**src/rtl/hm_mem_arb.sv**
```systemverilog
// Two-requester round-robin arbiter for a single synchronous memory port.
// Build with HM_MEM_ARB_STATS_EN defined to get saturating per-requester grant counters.
module hm_mem_arb (
  input  logic        sys_clk,
  input  logic        sys_rst,
  input  logic        m0_req,
  input  logic [3:0]  m0_we,
  input  logic [15:0] m0_adr,
  input  logic [31:0] m0_dat_w,
  output logic        m0_ack,
  output logic [31:0] m0_dat_r,
  input  logic        m1_req,
  input  logic [3:0]  m1_we,
  input  logic [15:0] m1_adr,
  input  logic [31:0] m1_dat_w,
  output logic        m1_ack,
  output logic [31:0] m1_dat_r,
  output logic [15:0] mem_adr,
  output logic [3:0]  mem_we,
  output logic [31:0] mem_di,
  input  logic [31:0] mem_do,
  output logic [15:0] m0_grants,
  output logic [15:0] m1_grants
);

  typedef enum logic [1:0] {S_IDLE, S_ISSUE, S_CAPTURE} state_t;

  state_t      r_state;
  logic        r_last;
  logic        r_win;
  logic [15:0] r_adr;
  logic [31:0] r_di;
  logic [3:0]  r_mem_we;
  logic        r_ack0, r_ack1;
  logic [31:0] r_dat0, r_dat1;

  logic w_any;
  logic w_pick;

  assign w_any  = m0_req | m1_req;
  // On a tie the requester that was not served last wins.
  assign w_pick = (m0_req & m1_req) ? ~r_last : m1_req;

  always_ff @(posedge sys_clk or posedge sys_rst) begin
    if (sys_rst) begin
      r_state  <= S_IDLE;
      r_last   <= 1'b1;
      r_win    <= 1'b0;
      r_adr    <= '0;
      r_di     <= '0;
      r_mem_we <= '0;
      r_ack0   <= 1'b0;
      r_ack1   <= 1'b0;
      r_dat0   <= '0;
      r_dat1   <= '0;
    end else begin
      r_ack0 <= 1'b0;
      r_ack1 <= 1'b0;
      case (r_state)
        S_IDLE: begin
          if (w_any) begin
            r_win    <= w_pick;
            r_last   <= w_pick;
            r_adr    <= w_pick ? m1_adr   : m0_adr;
            r_di     <= w_pick ? m1_dat_w : m0_dat_w;
            r_mem_we <= w_pick ? m1_we    : m0_we;
            r_state  <= S_ISSUE;
          end
        end
        S_ISSUE: begin
          // Memory samples address/we on this edge; write strobe lasts exactly one cycle.
          r_mem_we <= '0;
          r_state  <= S_CAPTURE;
        end
        S_CAPTURE: begin
          if (r_win) begin
            r_dat1 <= mem_do;
            r_ack1 <= 1'b1;
          end else begin
            r_dat0 <= mem_do;
            r_ack0 <= 1'b1;
          end
          r_state <= S_IDLE;
        end
        default: r_state <= S_IDLE;
      endcase
    end
  end

  assign mem_adr  = r_adr;
  assign mem_di   = r_di;
  assign mem_we   = r_mem_we;
  assign m0_ack   = r_ack0;
  assign m1_ack   = r_ack1;
  assign m0_dat_r = r_dat0;
  assign m1_dat_r = r_dat1;

`ifdef HM_MEM_ARB_STATS_EN
  logic [15:0] r_gcnt0, r_gcnt1;
  logic        w_grant;

  assign w_grant = (r_state == S_IDLE) & w_any;

  always_ff @(posedge sys_clk or posedge sys_rst) begin
    if (sys_rst) begin
      r_gcnt0 <= '0;
      r_gcnt1 <= '0;
    end else if (w_grant) begin
      if (w_pick) begin
        if (r_gcnt1 != 16'hFFFF) r_gcnt1 <= r_gcnt1 + 16'd1;
      end else begin
        if (r_gcnt0 != 16'hFFFF) r_gcnt0 <= r_gcnt0 + 16'd1;
      end
    end
  end

  assign m0_grants = r_gcnt0;
  assign m1_grants = r_gcnt1;
`else
  assign m0_grants = 16'h0000;
  assign m1_grants = 16'h0000;
`endif

endmodule

```
**config.mk**
```make
export PLATFORM = sky130hd
export DESIGN_NAME = hm_mem_arb
export DESIGN_NICKNAME = d
export VERILOG_FILES = /design/src/rtl/hm_mem_arb.sv
export SDC_FILE = /design/constraint.sdc
export NUM_CORES = 1
export LEC_CHECK = 0
export CAP_MARGIN = 20
export CORE_ASPECT_RATIO = 0.7
export CORE_UTILIZATION = 35
export CTS_CLUSTER_DIAMETER = 120
export DETAILED_ROUTE_END_ITERATION = 6
export HOLD_SLACK_MARGIN = 0.1
export MAX_ROUTING_LAYER = met4
export PLACE_DENSITY = 0.84
export SYNTH_ARGS = -nofsm -noshare
export SYNTH_HDL_FRONTEND = slang
export SYNTH_SLANG_ARGS = --single-unit
```
**constraint.sdc**
```tcl
create_clock -name sys_clk -period 4.6 [get_ports sys_clk]
set_input_delay 0.92 -clock sys_clk [delete_from_list [all_inputs] [get_ports sys_clk]]
set_output_delay 0.92 -clock sys_clk [all_outputs]
set_load 0.005 [all_outputs]
```
=== After elaboration in Yosys (flattened, before gate mapping) ===
Cells that the tools add are included.

* Eq/ne operators: 3
* Muxes and demuxes: 12
* Bitwise operators: 4
* Reduce and logical (&&, ||, !) cells: 6

{| class="wikitable"
|+ Operators with widths
! operator !! number
|-
| 32-bit 2-to-1 mux || 1
|-
| 16-bit 2-to-1 mux || 1
|-
| 4-bit 2-to-1 mux || 2
|-
| 4-bit one-hot mux with 2 select lines || 1
|-
| 2-bit AND reduction || 4
|-
| 1-bit 2-to-1 mux || 5
|-
| 2-bit one-hot mux with 2 select lines || 1
|-
| 2-bit by 1-bit == test with 1-bit output (second input constant) || 1
|-
| 2-bit == test (second input constant) || 1
|-
| 2-bit logical NOT || 1
|-
| 2-bit 2-to-1 mux || 1
|-
| 2-bit != test (second input constant) || 1
|-
| 1-bit inverter || 2
|-
| 2-bit nonzero test || 1
|-
| 1-bit AND || 1
|-
| 1-bit bitwise OR || 1
|}

* Bits in registers: 122
* Bits of input ports: 140

=== Longest topological paths before layout ===
* Depth in word-level cells: 5
* Gate-level depth with buffers: 7
* Depth with buffers taken out: 4

=== Least setup slack after synthesis ===
No wires, ideal clock.

* Kind: input port to flip-flop
* Start: input port m1_req
* End: register r_adr[14], in the netlist mem_adr[14]
* Arrival: 1.937 ns
* Data required time: 4.475 ns
* Slack: 2.538 ns
* Cell stages on the path: 5
* Buffers on the path: 2
* Cell sequence: a21bo_1 > buf_6 > buf_6 > mux2_4 > mux2_4

* Word-level cells in the longest chain between the ends: 3
* Elaborated cells on any way between the ends: 5
* Those cells by class: mux: 2; bitwise: 2; reduce/logical: 1

{| class="wikitable"
|+ Ends and longest elaborated chain
! item !! line !! RTL
|-
| start, declared || 12 || <nowiki>input logic m1_req,</nowiki>
|-
| 1-bit AND || 42 || <nowiki>assign w_pick = (m0_req & m1_req) ? ~r_last : m1_req;</nowiki>
|-
| 1-bit 2-to-1 mux || 42 ||
|-
| 16-bit 2-to-1 mux || 64 || <nowiki>r_adr <= w_pick ? m1_adr : m0_adr;</nowiki>
|-
| end signal, assigned || 64 ||
|-
| end, declared || 31 || <nowiki>logic [15:0] r_adr;</nowiki>
|}

Parallel ways exist; a longest one is shown, timed or not.
A chain may end at the register's enable or synchronous reset.

=== Worst setup path in the final report ===
* Start: input port m0_req
* End: register r_di[1], in the netlist mem_di[1]

* Word-level cells in the longest chain between the ends: 3
* Elaborated cells on any way between the ends: 5
* Those cells by class: mux: 2; bitwise: 2; reduce/logical: 1

{| class="wikitable"
|+ Ends and longest elaborated chain
! item !! line !! RTL
|-
| start, declared || 6 || <nowiki>input logic m0_req,</nowiki>
|-
| 1-bit AND || 42 ||
|-
| 1-bit 2-to-1 mux || 42 ||
|-
| 32-bit 2-to-1 mux || 65 || <nowiki>r_di <= w_pick ? m1_dat_w : m0_dat_w;</nowiki>
|-
| end signal, assigned || 65 ||
|-
| end, declared || 32 || <nowiki>logic [31:0] r_di;</nowiki>
|}

Parallel ways exist; a longest one is shown, timed or not.

==> summary.txt <==
Outcome
  • Status: finished clean

Placement
  • GPL Wtd Cong: ~0.77
  • Post-Place Worst Slack: 1.40 ns
  • DPL Wire Length: between 10000 and 15000 µm
  • Port Buffer Count: roughly 260
  • Dpl cells: 824

Route
  • Drt via density: 4.45
  • DRT Pass-1 Iters: 4
  • Drt wl/cell: between 15 and 20 µm
  • Remaining DRCs: 0
  • Via count: between 3k and 4k
  • Drt initial violations: ~170
  • Post-DRT Antenna Nets: 0
  • WL final: around 14000 µm

Cells and area
  • Synth-to-layout area growth: 57.1%
  • Antenna Cells: 0
  • Final Non-Filler Cells: between 800 and 900
  • Layout cells sized above 1: 32.2%
  • Final core utilization: between 50% and 60%
  • Layout net count: around 760

Critical path
  • Type of the worst setup path: in2reg
  • Type of origin of the critical path: input port
  • Crit-path max FO: 26
  • CP Capture Type: flop
  • CP required: around 4.9 ns
  • Flop-to-flop setup slack: 2.35 ns
  • Worst setup path end: mem_di[1]
  • Worst Setup SP: m0_req
  • Worst r2r dst: mem_di[1]
  • Crit path DAT: ~3.1 ns
  • R2R cell count: 4
  • Reg2reg start: r_last

Global route
  • Total GRT Usage: about 17%
  • Vias in the first global route: around 4.2k
  • Antenna violations before repair: 0
  • Pin count of the biggest net entering global routing: between 80 and 90
  • Gr ovfl total: 0
  • First-pass GRT wire length: about 22000 µm

Synthesis
  • Largest family of logic cells by synthesized area: multiplexers
  • Synth cell types: 23
  • Cells after synthesis: 359
  • Sequential share of the synthesized area: between 50% and 60%
  • Synth Area in Compound Gates: 1.35%
  • Post-Synth XOR/XNOR Area: 0%
  • Adder-Cell Fraction of Synth Area: 0%
  • Synth warnings: 0
  • Fraction of synthesized area in multiplexers: a little under two fifths
  • #FFs+latches synth: around 120
  • Avg Cell Area, Syn: 16.0 µm²
  • Synthesized cell area: 5760 µm²
  • Fraction of the mapped netlist area in simple logic gates: less than 1%

STA
  • Hold WS: between 0.5 and 0.6 ns
  • Rel. slew slack: between 50% and 60%
  • Max Transition Viols Final: 0
  • Skew final: between 0.01 and 0.015 ns
  • RSZ-0062 raised after global routing: no
  • Final Cycle Share: 60.7%
  • Final setup viols: 0
  • Maximum clock rate: around 0.36 GHz
  • Final TNS setup: 0 ns
  • Worst-Margin Slew: 0.711 ns
  • Fin. Hold Viols: 0
  • Post-route setup slack: about 1.8 ns
  • Minimum clock period: 2.79 ns

Power
  • Sw Ratio: between 20% and 30%
  • Reg power frac: between 30% and 40%
  • Internal power: 4.32 mW
  • Psw: roughly 1.6 mW
  • Peak VDD IR: between 0.3 and 0.4 mV
  • Lkg Pwr: around 4.0 nW
  • Clk pwr share: between 20% and 30%
  • PwrDens: 653 nW/µm²
  • Comb pwr share: between 40 and 50%

Die
  • Std-Cell Rows: 38
  • Die Wd: about 160 µm
  • IO Count: between 200 and 300
  • Die Y: around 110 µm
  • Die Area: around 17000 µm²
  • CORE AREA: approximately 16000 µm²
  • Starting density of the core: about 36%

CTS
  • Clk root buf: clkbuf_16
  • Total CTS buffers: 17
  • # resized after CTS: 0
  • H-tree depth: 4
  • Hold buffers post-CTS: 0
  • Clk Latency, worst-skew pair: about 0.4 ns
  • Clock sinks: between 100 and 150
  • TritonCTS clock tree: built
  • Setup bufs post-CTS: 0
  • Clock tree buffer depth: 2
  • Worst-path clk slew: roughly 0.05 ns

Min path
  • Min-Delay Path Class: reg2reg

Flow run
  • Max_cap viols: 0
==> worst min-delay path by stage <==
stage | from | endpoint | slack, ns | cells past startpoint
2_1_floorplan | r_win | r_win | 0.49 | 1
3_3_place_gp | m1_dat_r[1] | m1_dat_r[1] | 0.49 | 1
3_5_place_dp | m1_dat_r[16] | m1_dat_r[16] | 0.49 | 1
4_1_cts | m1_dat_r[16] | m1_dat_r[16] | 0.50 | 1
5_1_grt | mem_adr[13] | mem_adr[13] | 0.52 | 1
6_report | mem_adr[12] | mem_adr[12] | 0.50 | 1
==> final cells by class <==
type | count | area [µm²]
clock buffers | 23 | 488
clock inverters | 9 | 115
fillers | 1253 | 6740
inverters | 3 | 13.8
multi-input cells | 215 | 2430
flip-flops and latches | 122 | 3050
well taps | 220 | 275
repair buffers | 265 | 2670
==> cells in the final DEF (no fill, tap or decap) <==
| cell | n |
|---|---|
| nor2b_1 | 1 |
| o21ai_2 | 1 |
| nand3b_1 | 1 |
| clkbuf_8 | 4 |
| a21bo_4 | 1 |
| bufinv_16 | 2 |
| buf_16 | 1 |
| a21oi_1 | 1 |
| a21o_1 | 1 |
| a31oi_1 | 1 |
| inv_4 | 1 |
| nor3_1 | 2 |
| o21ai_0 | 8 |
| dfstp_2 | 1 |
| clkinvlp_4 | 5 |
| buf_12 | 1 |
| mux2_4 | 90 |
| mux2_2 | 70 |
| clkbuf_1 | 2 |
| nor3b_4 | 1 |
| inv_2 | 1 |
| clkdlybuf4s50_1 | 257 |
| mux2i_1 | 4 |
| conb_1 | 32 |
| nor2_2 | 1 |
| inv_1 | 1 |
| clkinv_4 | 2 |
| dfrtp_1 | 121 |
| clkbuf_16 | 17 |
| buf_4 | 6 |
==> metrics by stage <==
stage,power [mW],instance area (µm²)
floorplan,3.20,5870
CTS,5.98,9020
detailed placement,4.61,8410
finish,5.91,9040
global placement,4.53,8410
global route,6.22,9040
==> critical path, cell delays in order <==
cell and delay (ns):
clkdlybuf4s50_1 0.56, a21bo_4 0.49, buf_4 0.49, mux2_4 0.34, mux2_4 0.26
==> flip-flops by register name (all words and copies together), names as in the netlist <==
name / cells
mem_we: 4
mem_di: 32
r_last: 1
m1_ack: 1
mem_adr: 16
r_state: 2
r_win: 1
m0_ack: 1
m0_dat_r: 32
m1_dat_r: 32
==> metal layers <==
metal  vias to the layer above  track usage [%]  wire length (µm)  part of all wire, %
li1                       1734                -                 -                    -
met2                       158             28.4              6980                   50
met1                      1908             20.4              5980                   43
met5                         -                -                 0                    0
met4                         0             7.21               221                  1.6
met3                        17             3.78               759                  5.4
==> power by group through the flow <==
stage | Combinational, mW | Clock (mW) | Sequential (mW)
3_3_place_gp | 2.59 | 0 | 1.94
4_1_cts | 2.65 | 1.36 | 1.97
3_5_place_dp | 2.64 | 0 | 1.97
5_1_grt | 2.78 | 1.42 | 2.03
2_1_floorplan | 1.24 | 0 | 1.96
6_report | 2.61 | 1.33 | 1.96
==> cell families (layout without fill, tap and decap cells) <==
group | count (synthesis) | in the layout
compound gates | 13 | 13
buf+inv | 53 | 300
flops | 122 | 122
mux | 164 | 164
other cells | 1 | 32
simple gates | 6 | 6
==> synthesized netlist by cell type <==
| master | count | share of area [%] |
|---|---|---|
| a21bo_1 | 1 | 0.17 |
| a21o_1 | 1 | 0.13 |
| a21oi_1 | 1 | 0.087 |
| a31oi_1 | 1 | 0.11 |
| buf_2 | 10 | 0.87 |
| buf_4 | 34 | 4.4 |
| buf_6 | 2 | 0.39 |
| buf_8 | 4 | 1.0 |
| conb_1 | 1 | 0.065 |
| dfrtp_1 | 121 | 53 |
| dfstp_2 | 1 | 0.46 |
| inv_1 | 2 | 0.13 |
| inv_2 | 1 | 0.065 |
| mux2_2 | 70 | 14 |
| mux2_4 | 90 | 23 |
| mux2i_1 | 4 | 0.70 |
| nand3b_1 | 1 | 0.13 |
| nor2_2 | 1 | 0.11 |
| nor2b_1 | 1 | 0.11 |
| nor3_1 | 2 | 0.17 |
| nor3b_2 | 1 | 0.22 |
| o21ai_0 | 8 | 0.70 |
| o21ai_2 | 1 | 0.15 |
Power figures use the tool's default switching activity.
